### config.mk
export PLATFORM = sky130hd
export DESIGN_NAME = if_id_queue
export DESIGN_NICKNAME = d
export VERILOG_FILES = /design/src/rtl/if_id_queue_pkg.sv /design/src/rtl/ifq_perf_counters.sv /design/src/rtl/if_id_queue.sv
export SDC_FILE = /design/constraint.sdc
export NUM_CORES = 1
export LEC_CHECK = 0
export ABC_CLOCK_PERIOD_IN_PS = 15160
export BUFFER_PORTS_ARGS = -buffer_cell sky130_fd_sc_hd__buf_2
export CORE_ASPECT_RATIO = 0.7
export CORE_UTILIZATION = 40
export CTS_CLUSTER_SIZE = 8
export DETAILED_ROUTE_END_ITERATION = 7
export PLACE_DENSITY = 0.66
export SYNTH_ARGS = -nofsm -noshare
export SYNTH_HDL_FRONTEND = slang
export SYNTH_SLANG_ARGS = --single-unit
### constraint.sdc
create_clock -name CLK -period 15.16 [get_ports CLK]
set_clock_uncertainty 0.2 [all_clocks]
set_input_delay 0.758 -clock CLK [delete_from_list [all_inputs] [get_ports CLK]]
set_output_delay 0.758 -clock CLK [all_outputs]
set_load 0.05 [all_outputs]
### src/rtl/if_id_queue_pkg.sv
// Shared types and constants for the fetch/decode boundary.
package if_id_queue_pkg;

    localparam logic [31:0] NOP_INST = 32'h0000_0000;
    localparam logic [31:0] PC_INC   = 32'd4;

    typedef struct packed {
        logic [31:0] inst;
        logic [31:0] pc;
    } if_entry_t;

    function automatic logic [31:0] sat_add32(
        input logic [31:0] a,
        input logic [31:0] b
    );
        logic [32:0] s;
        s = {1'b0, a} + {1'b0, b};
        return s[32] ? 32'hFFFF_FFFF : s[31:0];
    endfunction

endpackage

### src/rtl/ifq_perf_counters.sv
// Saturating occupancy and flush-loss counters for the IF/ID queue.
module ifq_perf_counters
    import if_id_queue_pkg::*;
#(
    parameter int DEPTH = 2,
    parameter int PTR_W = 1
) (
    input  logic             CLK,
    input  logic             Reset,
    input  logic [PTR_W:0]   i_count,
    input  logic             i_flush,
    output logic [31:0]      o_full_cycles,
    output logic [31:0]      o_empty_cycles,
    output logic [31:0]      o_flush_drops
);

    localparam logic [PTR_W:0] FULL_CNT = (PTR_W+1)'(DEPTH);

    logic [31:0] r_full;
    logic [31:0] r_empty;
    logic [31:0] r_drops;
    logic        w_full;
    logic        w_empty;

    assign w_full  = (i_count == FULL_CNT);
    assign w_empty = (i_count == '0);

    always_ff @(posedge CLK) begin
        if (Reset) begin
            r_full  <= '0;
            r_empty <= '0;
            r_drops <= '0;
        end else begin
            if (w_full)
                r_full <= sat_add32(r_full, 32'd1);
            if (w_empty)
                r_empty <= sat_add32(r_empty, 32'd1);
            if (i_flush)
                r_drops <= sat_add32(r_drops, 32'(i_count));
        end
    end

    assign o_full_cycles  = r_full;
    assign o_empty_cycles = r_empty;
    assign o_flush_drops  = r_drops;

endmodule

### src/rtl/if_id_queue.sv
// Circular IF->ID decoupling queue with redirect flush.
// Optional perf counters enabled by defining IFQ_PERF_CNT_EN.
module if_id_queue
    import if_id_queue_pkg::*;
#(
    parameter int          DEPTH    = 2,
    parameter int          PTR_W    = $clog2(DEPTH),
    parameter logic [31:0] NOP_INST = if_id_queue_pkg::NOP_INST
) (
    input  logic             CLK,
    input  logic             Reset,
    input  logic [31:0]      IF_Inst,
    input  logic [31:0]      IF_PC,
    input  logic             IF_valid,
    input  logic             Flush,
    input  logic             ID_stall,
    output logic             IF_stall,
    output logic [31:0]      ID_Inst,
    output logic [31:0]      ID_PC,
    output logic [31:0]      ID_PC4,
    output logic             ID_valid,
`ifdef IFQ_PERF_CNT_EN
    output logic [31:0]      perf_full_cycles,
    output logic [31:0]      perf_empty_cycles,
    output logic [31:0]      perf_flush_drops,
`endif
    output logic [PTR_W:0]   count
);

    localparam logic [PTR_W:0] FULL_CNT = (PTR_W+1)'(DEPTH);

    if_entry_t          r_mem [DEPTH];
    logic [PTR_W-1:0]   r_rd_ptr;
    logic [PTR_W-1:0]   r_wr_ptr;
    logic [PTR_W:0]     r_count;

    logic               w_valid;
    logic               w_full;
    logic               w_deq;
    logic               w_enq;
    if_entry_t          w_head;
    logic [31:0]        w_pc;

    assign w_valid = (r_count != '0);
    assign w_full  = (r_count == FULL_CNT);
    assign w_deq   = w_valid & ~ID_stall;
    // A full queue still accepts when the head leaves this same cycle.
    assign w_enq   = IF_valid & ~Flush & (~w_full | w_deq);

    always_ff @(posedge CLK) begin
        if (Reset) begin
            r_rd_ptr <= '0;
            r_wr_ptr <= '0;
            r_count  <= '0;
        end else if (Flush) begin
            r_rd_ptr <= '0;
            r_wr_ptr <= '0;
            r_count  <= '0;
        end else begin
            if (w_enq)
                r_wr_ptr <= r_wr_ptr + 1'b1;
            if (w_deq)
                r_rd_ptr <= r_rd_ptr + 1'b1;
            r_count <= r_count
                     + {{PTR_W{1'b0}}, w_enq}
                     - {{PTR_W{1'b0}}, w_deq};
        end
    end

    always_ff @(posedge CLK) begin
        if (!Reset && w_enq) begin
            r_mem[r_wr_ptr].inst <= IF_Inst;
            r_mem[r_wr_ptr].pc   <= IF_PC;
        end
    end

    assign w_head   = r_mem[r_rd_ptr];
    assign w_pc     = w_valid ? w_head.pc : 32'h0;

    assign ID_valid = w_valid;
    assign ID_Inst  = w_valid ? w_head.inst : NOP_INST;
    assign ID_PC    = w_pc;
    assign ID_PC4   = w_pc + PC_INC;
    assign IF_stall = w_full & ID_stall & ~Flush;
    assign count    = r_count;

`ifdef IFQ_PERF_CNT_EN
    ifq_perf_counters #(
        .DEPTH (DEPTH),
        .PTR_W (PTR_W)
    ) u_perf (
        .CLK            (CLK),
        .Reset          (Reset),
        .i_count        (r_count),
        .i_flush        (Flush),
        .o_full_cycles  (perf_full_cycles),
        .o_empty_cycles (perf_empty_cycles),
        .o_flush_drops  (perf_flush_drops)
    );
`endif

endmodule

==> impl_metrics.prom, run 1 <==
# TYPE chip_impl_metric gauge
chip_impl_metric{name="p_seq_share",unit="%"} 46.3
chip_impl_metric{name="setup_viol",unit=""} 0
chip_impl_metric{name="timing.critical_path.fanout_max",unit=""} 40
chip_impl_metric{name="num_rows",unit=""} 36
chip_impl_metric{name="area.growth.synth_to_final",unit="%"} 26.6
chip_impl_metric{name="power.clock.fraction",unit="%"} 43.3
chip_impl_metric{name="max_freq",unit="MHz"} 222
chip_impl_metric{name="cts_inserted_buffers",unit=""} 17
chip_impl_metric{name="yosysWarningCount",unit=""} 0
chip_impl_metric{name="syn_inst",unit=""} 403
chip_impl_info{name="primary_flip_flop_cell_chosen_by_synthesis_mapping",value="sky130_fd_sc_hd__edfxtp_1"} 1
chip_impl_metric{name="critPathRequiredTime",unit="ns"} 14.20
chip_impl_metric{name="vias_per_cell",unit=""} 4.91
chip_impl_metric{name="total_number_of_vias",unit=""} 3821
chip_impl_metric{name="hpwl",unit="um"} 8940
chip_impl_info{name="cts_root_buffer",value="sky130_fd_sc_hd__clkbuf_16"} 1
chip_impl_metric{name="initialDrtViolationCount",unit=""} 180
chip_impl_metric{name="die_h",unit="um"} 104
chip_impl_metric{name="p_per_area",unit="nW/um^2"} 119
chip_impl_info{name="netlist_top_cells_count",value="sky130_fd_sc_hd__edfxtp_1 (128), sky130_fd_sc_hd__nor2_1 (68), sky130_fd_sc_hd__mux2i_1 (64)"} 1
chip_impl_metric{name="number_of_enable_type_register_cells_in_the_synthesized_netlist",unit=""} 128
chip_impl_metric{name="relSlewSlack",unit="%"} 39.4
chip_impl_metric{name="ir_worst_vdd",unit="V"} 0.0000818
chip_impl_info{name="category_of_cells_accounting_for_the_largest_share_of_critical_path_delay",value="simple AND/OR/NAND/NOR gates"} 1
chip_impl_metric{name="grt_max_degree",unit=""} 65
chip_impl_info{name="holdCritPathClass",value="in2reg"} 1
chip_impl_info{name="netlist_top_cells_area",value="sky130_fd_sc_hd__edfxtp_1 (65%), sky130_fd_sc_hd__mux2i_1 (11%), sky130_fd_sc_hd__nor2_1 (4.3%)"} 1
chip_impl_metric{name="timing.final.max_slew_violations",unit=""} 0
chip_impl_metric{name="synth-seq-cells",unit=""} 133
chip_impl_info{name="grt_setup_unrepaired",value="no"} 1
chip_impl_metric{name="via_count_of_the_first_global_routing_pass",unit=""} 3905
chip_impl_info{name="crit_path_end_kind",value="primary output"} 1
chip_impl_metric{name="fraction_of_final_layout_cells_with_drive_strength_greater_than_1",unit="%"} 39.3
chip_impl_metric{name="multiInputGateArea",unit="um^2"} 1850
chip_impl_info{name="status",value="finished, final reports clean"} 1
chip_impl_metric{name="critical_path.max_stage_delay",unit="ns"} 0.71
chip_impl_metric{name="route.detailed.drc",unit=""} 0
chip_impl_metric{name="wl",unit="um"} 13000
chip_impl_info{name="synth_top_cell_by_area",value="sky130_fd_sc_hd__edfxtp_1"} 1
chip_impl_metric{name="cts_resized",unit=""} 0
chip_impl_metric{name="insertion_delay",unit="ns"} 0.40
chip_impl_metric{name="number_of_antenna_violations_at_the_first_check_in_global_routing",unit=""} 0
chip_impl_metric{name="core-area",unit="um^2"} 14200
chip_impl_info{name="startpoint_type",value="flop"} 1
chip_impl_info{name="path_type_of_the_worst_setup_path",value="reg2out"} 1
chip_impl_info{name="synth_most_common_cell",value="sky130_fd_sc_hd__edfxtp_1"} 1
chip_impl_metric{name="totalNegativeSetupSlack",unit="ns"} 0
chip_impl_info{name="tritoncts_clock_tree",value="done"} 1
chip_impl_metric{name="synth_largest_type_area_fraction",unit="%"} 64.8
chip_impl_metric{name="final_nets",unit=""} 647
chip_impl_metric{name="synth_area_per_cell",unit="um^2"} 14.7
chip_impl_metric{name="post-route-min-period",unit="ns"} 4.51
chip_impl_metric{name="ys_async_sr_fraction",unit="%"} 0
chip_impl_metric{name="antennaDiodeCount",unit=""} 0
chip_impl_metric{name="final_core_util",unit="%"} 52.9
chip_impl_info{name="timing.critical_path.cells",value="buf_4 -> mux2i_1 -> nor3_4 -> nand4_2 -> nor4_2 -> xor2_1 -> buf_2"} 1
chip_impl_metric{name="place.gp.congestion",unit=""} 0.862
chip_impl_metric{name="floorplan.die_area",unit="um^2"} 15300
chip_impl_metric{name="post_synth_instance_area",unit="um^2"} 5930
chip_impl_metric{name="initial_core_util",unit="%"} 41.8
chip_impl_metric{name="numClockSinks",unit=""} 133
chip_impl_metric{name="clk_pin_slew_worst_paths",unit="ns"} 0.06
chip_impl_metric{name="drt_pre_antenna_iters",unit=""} 4
chip_impl_metric{name="placed_cell_area",unit="um^2"} 6940
chip_impl_metric{name="final.period_utilization",unit="%"} 29.7
chip_impl_metric{name="comb_power_share",unit="%"} 10.3
chip_impl_metric{name="seq_area",unit="um^2"} 3950
chip_impl_metric{name="port_buffers",unit=""} 168
chip_impl_metric{name="clockBufferDepth",unit=""} 2
chip_impl_metric{name="yosys.cell_types.count",unit=""} 35
chip_impl_metric{name="filler_cell_count",unit=""} 1243
chip_impl_metric{name="timing.final.hold_violations",unit=""} 0
chip_impl_metric{name="p_leak",unit="nW"} 2.92
chip_impl_metric{name="mappedNetlistNets",unit=""} 475
chip_impl_metric{name="grt-ovfl-total",unit=""} 0
chip_impl_info{name="slowest_stage",value="sky130_fd_sc_hd__dfxtp_4"} 1
chip_impl_metric{name="layout.cell_area.non_filler",unit="um^2"} 7510
chip_impl_metric{name="yosysSeqAreaShare",unit="%"} 66.5
chip_impl_metric{name="cellInternalPower",unit="mW"} 0.674
chip_impl_metric{name="gr-usage-all-layers",unit="%"} 17.4
chip_impl_metric{name="max_cap_violations",unit=""} 0
chip_impl_metric{name="io-pin-count",unit=""} 169
chip_impl_metric{name="hold_buffers",unit=""} 0
chip_impl_metric{name="number_of_routed_nets_with_antenna_violations",unit=""} 0
chip_impl_metric{name="arrival_time_at_the_worst_endpoint",unit="ns"} 3.55
chip_impl_metric{name="worst-slew-pin-transition",unit="ns"} 0.907
chip_impl_metric{name="die_w",unit="um"} 148
chip_impl_metric{name="grt_first_pass_wirelength",unit="um"} 20400
chip_impl_metric{name="h-tree-depth",unit=""} 4
chip_impl_metric{name="cts.repair_timing.setup_buffer_count",unit=""} 0
chip_impl_metric{name="routedWlPerCell",unit="um"} 16.7
chip_impl_metric{name="worst-path-buf-inv",unit=""} 2
chip_impl_metric{name="switching_power",unit="mW"} 0.220
chip_impl_metric{name="power_switching_share",unit="%"} 24.6
## logic make-up after synthesis
kind of cell	synth area share, %
multiplexers	10.8
XOR/XNOR	4.73
AO/OA/AOI/OAI	1.82
adder cells (fa/ha/maj)	0.633
flip-flops	66.5
buffers and inverters	2.68
AND/OR/NAND/NOR	12.8
## state kept, by name, summed over array words and instances, names as in the netlist, named ones only
signal	cells
r_mem	128
count	2
r_rd_ptr	1
r_wr_ptr	1
## metrics by stage
stage	total power, mW	hold WS (ns)	setup slack, ns	instances
after floorplan	0.489	0.318	6.66	403
after global placement	0.513	0.338	11.12	746
after detailed placement	0.515	0.340	11.05	746
after CTS	0.905	0.324	10.59	778
after global routing	0.925	0.318	10.41	778
final	0.894	0.339	10.65	778
## final cells by class
cell class	count	area share, %
Timing Repair Buffer	173	11.7
Multi-Input combinational cell	242	24.6
Sequential cell	133	52.6
Clock buffer	18	5.72
Tap cell	190	3.17
Clock inverter	14	1.83
Inverter	8	0.400
## worst register-to-register path: stages, from the launching register on
cell	delay, ns
sky130_fd_sc_hd__dfxtp_1	0.37
sky130_fd_sc_hd__nor2_4	0.73
sky130_fd_sc_hd__buf_4	0.62
sky130_fd_sc_hd__nor2_1	0.18
sky130_fd_sc_hd__ha_1	0.33
sky130_fd_sc_hd__inv_1	0.06
sky130_fd_sc_hd__ha_1	0.15
sky130_fd_sc_hd__xor2_1	0.18
sky130_fd_sc_hd__xnor2_1	0.14
sky130_fd_sc_hd__nor3_1	0.06
## routing by layer
metal / up-vias / part of all wire, % / global-route usage [%] / wire (um)
li1: 1826 / - / - / -
met1: 1874 / 45 / 21.6 / 5850
met4: 0 / 1.2 / 6.70 / 154
met2: 113 / 49 / 29.0 / 6340
met5: - / 0 / 0 / 0
met3: 8 / 5.2 / 4.56 / 678
## cell usage in the layout, fill, tap and decap left out, types with 3 or more instances in the layout
master and n:
sky130_fd_sc_hd__clkinv_2 3, sky130_fd_sc_hd__a211oi_4 3, sky130_fd_sc_hd__nand3b_1 5, sky130_fd_sc_hd__nor4_2 6, sky130_fd_sc_hd__nor3_1 12, sky130_fd_sc_hd__dfxtp_1 4, sky130_fd_sc_hd__xor2_1 21, sky130_fd_sc_hd__ha_1 3
sky130_fd_sc_hd__clkbuf_16 17, sky130_fd_sc_hd__nand3_1 11, sky130_fd_sc_hd__mux2i_1 64, sky130_fd_sc_hd__xnor2_1 11, sky130_fd_sc_hd__buf_2 168, sky130_fd_sc_hd__nand4_1 4, sky130_fd_sc_hd__nand3b_4 3, sky130_fd_sc_hd__clkinvlp_4 5
sky130_fd_sc_hd__nand2_1 10, sky130_fd_sc_hd__nor3b_1 3, sky130_fd_sc_hd__edfxtp_1 128, sky130_fd_sc_hd__buf_4 5, sky130_fd_sc_hd__nor2_1 67, sky130_fd_sc_hd__inv_1 8
## worst paths after layout
check	from	end	slack, ns	cells past startpoint
worst min-delay path	IF_Inst[23]	r_mem[0][55]	0.34	1
worst max register to register	count[1]	count[1]	12.03	9
worst max-delay path	flop	ID_PC4[28]	10.65	7
worst min register to register	r_rd_ptr	r_rd_ptr	0.35	2
## power groups by stage
stage	logic [mW]	registers (mW)	clock network, mW
2_1_floorplan	0.0657	0.423	0
3_3_place_gp	0.0913	0.422	0
3_5_place_dp	0.0931	0.422	0
4_1_cts	0.0933	0.414	0.397
5_1_grt	0.0981	0.415	0.412
6_report	0.0925	0.414	0.387
Note: power is estimated with default switching activity, not from simulation.
==> inputs of run 2 (changes only) <==
- ABC_CLOCK_PERIOD_IN_PS: 15160 -> 4100
- PLACE_DENSITY: 0.66 -> 0.69
- clock period: 15.16 -> 4.1 ns (I/O delays scaled with it)
==> impl_metrics.prom, run 2 (synthesized netlist as in run 1, its figures left out) <==
# TYPE chip_impl_metric gauge
chip_impl_metric{name="number_of_routed_nets_with_antenna_violations",unit=""} 0
chip_impl_metric{name="initial_core_util",unit="%"} 41.8
chip_impl_metric{name="die_h",unit="um"} 104
chip_impl_metric{name="h-tree-depth",unit=""} 4
chip_impl_metric{name="final.period_utilization",unit="%"} 91.5
chip_impl_metric{name="cts_inserted_buffers",unit=""} 17
chip_impl_metric{name="num_rows",unit=""} 36
chip_impl_metric{name="io-pin-count",unit=""} 169
chip_impl_metric{name="design_power_total",unit="mW"} 3.46
chip_impl_info{name="startpoint_type",value="flop"} 1
chip_impl_info{name="crit_path_end_kind",value="primary output"} 1
chip_impl_info{name="largest_register",value="r_mem"} 1
chip_impl_metric{name="max_freq",unit="MHz"} 267
chip_impl_metric{name="floorplan.die_area",unit="um^2"} 15300
chip_impl_metric{name="setup_viol",unit=""} 0
chip_impl_metric{name="max_cap_violations",unit=""} 0
chip_impl_metric{name="port_buffers",unit=""} 168
chip_impl_metric{name="die_w",unit="um"} 148
chip_impl_metric{name="relSlewSlack",unit="%"} 39.9
chip_impl_metric{name="totalNegativeSetupSlack",unit="ns"} 0
chip_impl_metric{name="ir_worst_vdd",unit="V"} 0.000384
chip_impl_metric{name="timing.critical_path.fanout_max",unit=""} 30
chip_impl_metric{name="place.gp.congestion",unit=""} 0.902
chip_impl_metric{name="post-route-min-period",unit="ns"} 3.75
chip_impl_metric{name="gr-usage-all-layers",unit="%"} 18.2
chip_impl_metric{name="initialDrtViolationCount",unit=""} 156
chip_impl_info{name="holdCritPathClass",value="in2reg"} 1
chip_impl_metric{name="cts.repair_timing.setup_buffer_count",unit=""} 0
chip_impl_metric{name="core-area",unit="um^2"} 14200
chip_impl_metric{name="layout.cell_area.non_filler",unit="um^2"} 8260
chip_impl_metric{name="hpwl",unit="um"} 9050
chip_impl_metric{name="largest_register_ff_count",unit=""} 128
chip_impl_metric{name="placed_cell_area",unit="um^2"} 6990
chip_impl_metric{name="filler_cell_count",unit=""} 1144
chip_impl_metric{name="total_number_of_vias",unit=""} 4069
chip_impl_metric{name="number_of_antenna_violations_at_the_first_check_in_global_routing",unit=""} 0
chip_impl_info{name="grt_setup_unrepaired",value="no"} 1
chip_impl_metric{name="critPathRequiredTime",unit="ns"} 3.69
chip_impl_metric{name="fraction_of_final_layout_cells_with_drive_strength_greater_than_1",unit="%"} 36.3
chip_impl_metric{name="area.growth.synth_to_final",unit="%"} 39.3
chip_impl_metric{name="p_per_area",unit="nW/um^2"} 419
chip_impl_metric{name="hold_buffers",unit=""} 67
chip_impl_metric{name="wl",unit="um"} 13400
chip_impl_info{name="timing.critical_path.cells",value="buf_4 -> nand3_1 -> a211oi_4 -> nand3_1 -> nor4_1 -> xor2_1 -> buf_2"} 1
chip_impl_metric{name="filler_free_cell_count_of_the_finished_design",unit=""} 846
chip_impl_metric{name="antennaDiodeCount",unit=""} 0
chip_impl_metric{name="grt_first_pass_wirelength",unit="um"} 21500
chip_impl_info{name="cts_root_buffer",value="sky130_fd_sc_hd__clkbuf_16"} 1
chip_impl_metric{name="clockBufferDepth",unit=""} 2
chip_impl_metric{name="worst-slew-pin-transition",unit="ns"} 0.901
chip_impl_metric{name="route.detailed.drc",unit=""} 0
chip_impl_metric{name="final_nets",unit=""} 715
chip_impl_info{name="hold_path.startpoint",value="ID_stall"} 1
chip_impl_info{name="status",value="finished, final reports clean"} 1
chip_impl_metric{name="p_leak",unit="nW"} 3.23
chip_impl_metric{name="cts_resized",unit=""} 0
chip_impl_info{name="path_type_of_the_worst_setup_path",value="reg2out"} 1
chip_impl_metric{name="timing.final.hold_violations",unit=""} 0
chip_impl_metric{name="via_count_of_the_first_global_routing_pass",unit=""} 4216
chip_impl_metric{name="numClockSinks",unit=""} 133
chip_impl_metric{name="insertion_delay",unit="ns"} 0.40
chip_impl_metric{name="drt_pre_antenna_iters",unit=""} 4
chip_impl_metric{name="routedWlPerCell",unit="um"} 15.8
chip_impl_metric{name="critical_path.max_stage_delay",unit="ns"} 0.62
chip_impl_metric{name="grt-ovfl-total",unit=""} 0
chip_impl_info{name="r2r-start",value="count[1]"} 1
chip_impl_info{name="commonest_non_fill_non_tap_cells_in_the_layout",value="sky130_fd_sc_hd__buf_2 (168), sky130_fd_sc_hd__edfxtp_1 (128), sky130_fd_sc_hd__dlygate4sd3_1 (67)"} 1
chip_impl_metric{name="grt_max_degree",unit=""} 67
chip_impl_info{name="tritoncts_clock_tree",value="done"} 1
chip_impl_metric{name="place_inst",unit=""} 747
chip_impl_metric{name="clk_pin_slew_worst_paths",unit="ns"} 0.05
chip_impl_info{name="timing.critical_path.mode_cell",value="sky130_fd_sc_hd__nand3_1"} 1
chip_impl_metric{name="timing.final.max_slew_violations",unit=""} 0
chip_impl_metric{name="vias_per_cell",unit=""} 4.81
chip_impl_metric{name="arrival_time_at_the_worst_endpoint",unit="ns"} 3.35
chip_impl_info{name="slowest_stage",value="sky130_fd_sc_hd__dfxtp_4"} 1
chip_impl_info{name="final_common_cell",value="sky130_fd_sc_hd__buf_2"} 1
-- run 2: changes by cell type in the layout (fill, tap and decap cells not counted), moves of 2 or more --
cell,before,now
sky130_fd_sc_hd__dfxtp_2,0,2
sky130_fd_sc_hd__clkinvlp_4,5,3
sky130_fd_sc_hd__inv_6,0,4
sky130_fd_sc_hd__clkinv_2,3,1
sky130_fd_sc_hd__dlygate4sd3_1,0,67
sky130_fd_sc_hd__dfxtp_1,4,2
-- run 2: report_power, final --
group	internal [mW]	switching, mW	total [mW]
sequential	1.52	0.0118	1.53
clock	0.964	0.567	1.53
combinational	0.128	0.269	0.397
total	2.61	0.848	3.46
-- run 2: worst paths after layout --
kind                              endpoint  slack, ns  depth (start not counted)
worst min register to register        flop       0.35                          2
worst max-delay path            ID_PC4[27]       0.35                          7
worst max register to register    count[1]       0.62                         10
worst min-delay path                  flop       0.04                          4
-- run 2: stage by stage --
stage	utilization (%)	hold WS, ns	setup slack (ns)
after CTS	58.2	0.0261	0.381
after floorplan	-	0.0734	0.0112
after global placement	49.2	0.192	0.931
after detailed placement	49.2	0.196	0.824
final	58.2	0.0399	0.348
after global routing	58.2	0.0372	0.191
-- run 2: worst max-delay path: cells and delay by family (launching register included) --
kind	cells	cell delay, ns
compound gates	1	0.34
xor+xnor	1	0.18
buf+inv	2	0.74
flops	1	0.62
simple gates	3	1.04
-- run 2: area by class of cell --
| cell class | count | area [um^2] | share of cell area, % |
|---|---|---|---|
| flip-flops and latches | 133 | 3950 | 47.8 |
| repair buffers | 241 | 1560 | 18.8 |
| inverters | 8 | 33.8 | 0.409 |
| clock inverters | 14 | 175 | 2.12 |
| clock buffers | 18 | 429 | 5.20 |
| well taps | 190 | 238 | 2.88 |
| multi-input cells | 242 | 1880 | 22.7 |
-- run 2: metal layers --
metal,GRT usage (%),up-vias,wire length (um)
met5,0,-,0
met4,5.82,0,104
met1,23.4,1976,6100
met2,30.5,123,6510
li1,-,1963,-
met3,4.12,7,688
==> inputs of run 3 (changes only) <==
- ABC_CLOCK_PERIOD_IN_PS: 4100 -> 4300
- PLACE_DENSITY: 0.69 -> 0.66
- clock period: 4.1 -> 4.3 ns (I/O delays scaled with it)
==> impl_metrics.prom, run 3 (synthesized netlist as in run 1, its figures left out) <==
# TYPE chip_impl_metric gauge
chip_impl_metric{name="critPathRequiredTime",unit="ns"} 3.88
chip_impl_metric{name="grt_max_degree",unit=""} 65
chip_impl_metric{name="placed_cell_area",unit="um^2"} 7040
chip_impl_metric{name="design_power_total",unit="mW"} 3.37
chip_impl_metric{name="gr-usage-all-layers",unit="%"} 18.5
chip_impl_info{name="cts_root_buffer",value="sky130_fd_sc_hd__clkbuf_16"} 1
chip_impl_metric{name="max_freq",unit="MHz"} 268
chip_impl_metric{name="max_cap_violations",unit=""} 0
chip_impl_info{name="startpoint_type",value="flop"} 1
chip_impl_metric{name="fraction_of_final_layout_cells_with_drive_strength_greater_than_1",unit="%"} 36.2
chip_impl_metric{name="die_h",unit="um"} 104
chip_impl_metric{name="die_w",unit="um"} 148
chip_impl_info{name="globalRoute.busiestLayer",value="met2"} 1
chip_impl_metric{name="area.growth.synth_to_final",unit="%"} 40.5
chip_impl_metric{name="setup_viol",unit=""} 0
chip_impl_info{name="holdCritPathClass",value="in2reg"} 1
chip_impl_metric{name="layout.cell_area.non_filler",unit="um^2"} 8330
chip_impl_metric{name="largest_register_ff_count",unit=""} 128
chip_impl_metric{name="clk_pin_slew_worst_paths",unit="ns"} 0.05
chip_impl_metric{name="globalRouteMet1Util",unit="%"} 23.3
chip_impl_info{name="grt_setup_unrepaired",value="no"} 1
chip_impl_metric{name="route.detailed.drc",unit=""} 0
chip_impl_metric{name="cts_inserted_buffers",unit=""} 17
chip_impl_metric{name="via_count_of_the_first_global_routing_pass",unit=""} 4113
chip_impl_metric{name="relSlewSlack",unit="%"} 39.1
chip_impl_metric{name="critical_path.max_stage_delay",unit="ns"} 0.63
chip_impl_info{name="crit_path_end_kind",value="primary output"} 1
chip_impl_metric{name="totalNegativeSetupSlack",unit="ns"} 0
chip_impl_info{name="path_type_of_the_worst_setup_path",value="reg2out"} 1
chip_impl_metric{name="worst-slew-pin-transition",unit="ns"} 0.914
chip_impl_metric{name="arrival_time_at_the_worst_endpoint",unit="ns"} 3.32
chip_impl_metric{name="hpwl",unit="um"} 9010
chip_impl_metric{name="timing.final.max_slew_violations",unit=""} 0
chip_impl_metric{name="antennaDiodeCount",unit=""} 0
chip_impl_info{name="timing.critical_path.cells",value="mux2i_1 -> or2_2 -> inv_1 -> ha_1 -> nor3b_2 -> nand3_2 -> nor3_1 -> xor2_2 -> buf_2"} 1
chip_impl_metric{name="numClockSinks",unit=""} 133
chip_impl_metric{name="initial_core_util",unit="%"} 41.8
chip_impl_metric{name="total_number_of_vias",unit=""} 4002
chip_impl_metric{name="groute.layer.met3.usage",unit="%"} 5.13
chip_impl_metric{name="io-pin-count",unit=""} 169
chip_impl_metric{name="place.gp.congestion",unit=""} 0.837
chip_impl_metric{name="post-route-min-period",unit="ns"} 3.73
chip_impl_metric{name="core-area",unit="um^2"} 14200
chip_impl_metric{name="p_per_area",unit="nW/um^2"} 405
chip_impl_metric{name="floorplan.die_area",unit="um^2"} 15300
chip_impl_metric{name="insertion_delay",unit="ns"} 0.41
chip_impl_metric{name="grt-ovfl-total",unit=""} 0
chip_impl_metric{name="global_route.usage.met2",unit="%"} 30.5
chip_impl_metric{name="setup_ws",unit="ns"} 0.569
chip_impl_info{name="tritoncts_clock_tree",value="done"} 1
chip_impl_metric{name="port_buffers",unit=""} 168
chip_impl_metric{name="final_nets",unit=""} 715
chip_impl_info{name="largest_register",value="r_mem"} 1
chip_impl_metric{name="vias_per_cell",unit=""} 4.74
chip_impl_metric{name="timing.final.hold_violations",unit=""} 0
chip_impl_metric{name="detailedPlace.worstSlack",unit="ns"} 0.990
chip_impl_info{name="final_common_cell",value="sky130_fd_sc_hd__buf_2"} 1
chip_impl_metric{name="number_of_antenna_violations_at_the_first_check_in_global_routing",unit=""} 0
chip_impl_metric{name="drt_pre_antenna_iters",unit=""} 4
chip_impl_info{name="category_of_cells_accounting_for_the_largest_share_of_critical_path_delay",value="simple AND/OR/NAND/NOR gates"} 1
chip_impl_info{name="slowest_stage",value="sky130_fd_sc_hd__dfxtp_4"} 1
chip_impl_metric{name="worst-path-buf-inv",unit=""} 2
chip_impl_metric{name="routedWlPerCell",unit="um"} 16.0
chip_impl_metric{name="ir_worst_vdd",unit="V"} 0.000354
chip_impl_info{name="commonest_non_fill_non_tap_cells_in_the_layout",value="sky130_fd_sc_hd__buf_2 (168), sky130_fd_sc_hd__edfxtp_1 (128), sky130_fd_sc_hd__dlygate4sd3_1 (67)"} 1
chip_impl_metric{name="grt_first_pass_wirelength",unit="um"} 21500
chip_impl_metric{name="clockBufferDepth",unit=""} 2
chip_impl_metric{name="p_leak",unit="nW"} 3.25
chip_impl_metric{name="final.period_utilization",unit="%"} 86.8
chip_impl_metric{name="initialDrtViolationCount",unit=""} 153
chip_impl_metric{name="timing.critical_path.fanout_max",unit=""} 31
chip_impl_metric{name="h-tree-depth",unit=""} 4
chip_impl_metric{name="wl",unit="um"} 13500
chip_impl_info{name="status",value="finished, final reports clean"} 1
chip_impl_metric{name="cts_resized",unit=""} 0
chip_impl_metric{name="number_of_routed_nets_with_antenna_violations",unit=""} 0
chip_impl_metric{name="num_rows",unit=""} 36
[run 3: cell count changes in the layout (fill, tap and decap cells not counted), moves of 2 or more]
cell                         before  now
sky130_fd_sc_hd__clkinvlp_4       3    1
sky130_fd_sc_hd__inv_6            4    0
sky130_fd_sc_hd__xor2_2           1    7
sky130_fd_sc_hd__xor2_1          20   14
sky130_fd_sc_hd__clkinv_1         1    3
sky130_fd_sc_hd__clkbuf_1         1    3
sky130_fd_sc_hd__bufinv_16        3    5
sky130_fd_sc_hd__clkinv_4         3    1
sky130_fd_sc_hd__dfxtp_1          2    4
sky130_fd_sc_hd__dfxtp_2          2    0
[run 3: layout make-up]
cell class | count | area (um^2)
Inverter | 8 | 30.0
Timing Repair Buffer | 241 | 1570
Multi-Input combinational cell | 242 | 1930
Sequential cell | 133 | 3950
Fill cell | 1161 | 5860
Clock inverter | 11 | 183
Clock buffer | 20 | 437
Tap cell | 190 | 238
[run 3: final timing paths]
| kind | startpoint | end | slack (ns) | cells after the start |
|---|---|---|---|---|
| worst min register to register | r_rd_ptr | r_rd_ptr | 0.35 | 2 |
| worst min-delay path | ID_stall | r_rd_ptr | 0.03 | 4 |
| worst max-delay path | flop | ID_PC4[22] | 0.57 | 9 |
| worst max register to register | count[1] | count[1] | 1.68 | 9 |
[run 3: repair_timing]
action	4_1_cts	5_1_grt
hold buffers	67	0
hold endpoints to repair	133	0
setup buffers	0	0
[run 3: metal layers]
| metal | vias to the layer above | share of wire [%] |
|---|---|---|
| met5 | - | 0 |
| met1 | 1916 | 45 |
| met2 | 113 | 48 |
| li1 | 1960 | - |
| met3 | 13 | 5.6 |
| met4 | 0 | 1.4 |
[run 3: worst min-delay path: cells and delay by family]
kind,cells,cell delay (ns)
AND/OR/NAND/NOR,2,0.11
XOR/XNOR,1,0.19
buffers and inverters,1,0.09
[run 3: metrics by stage]
step	hold WS (ns)	std cells	utilization [%]
2_1_floorplan	0.0908	403	-
4_1_cts	0.0144	845	58.7
6_report	0.0349	845	58.7
3_5_place_dp	0.208	747	49.6
5_1_grt	0.0572	845	58.7
3_3_place_gp	0.202	747	49.6
[run 3: power breakdown]
part | internal, mW | total (mW) | switching [mW] | leakage [nW]
registers | 1.45 | 1.46 | 0.0115 | 1.20
clock network | 1.02 | 1.53 | 0.508 | 0.297
logic | 0.124 | 0.382 | 0.258 | 1.75
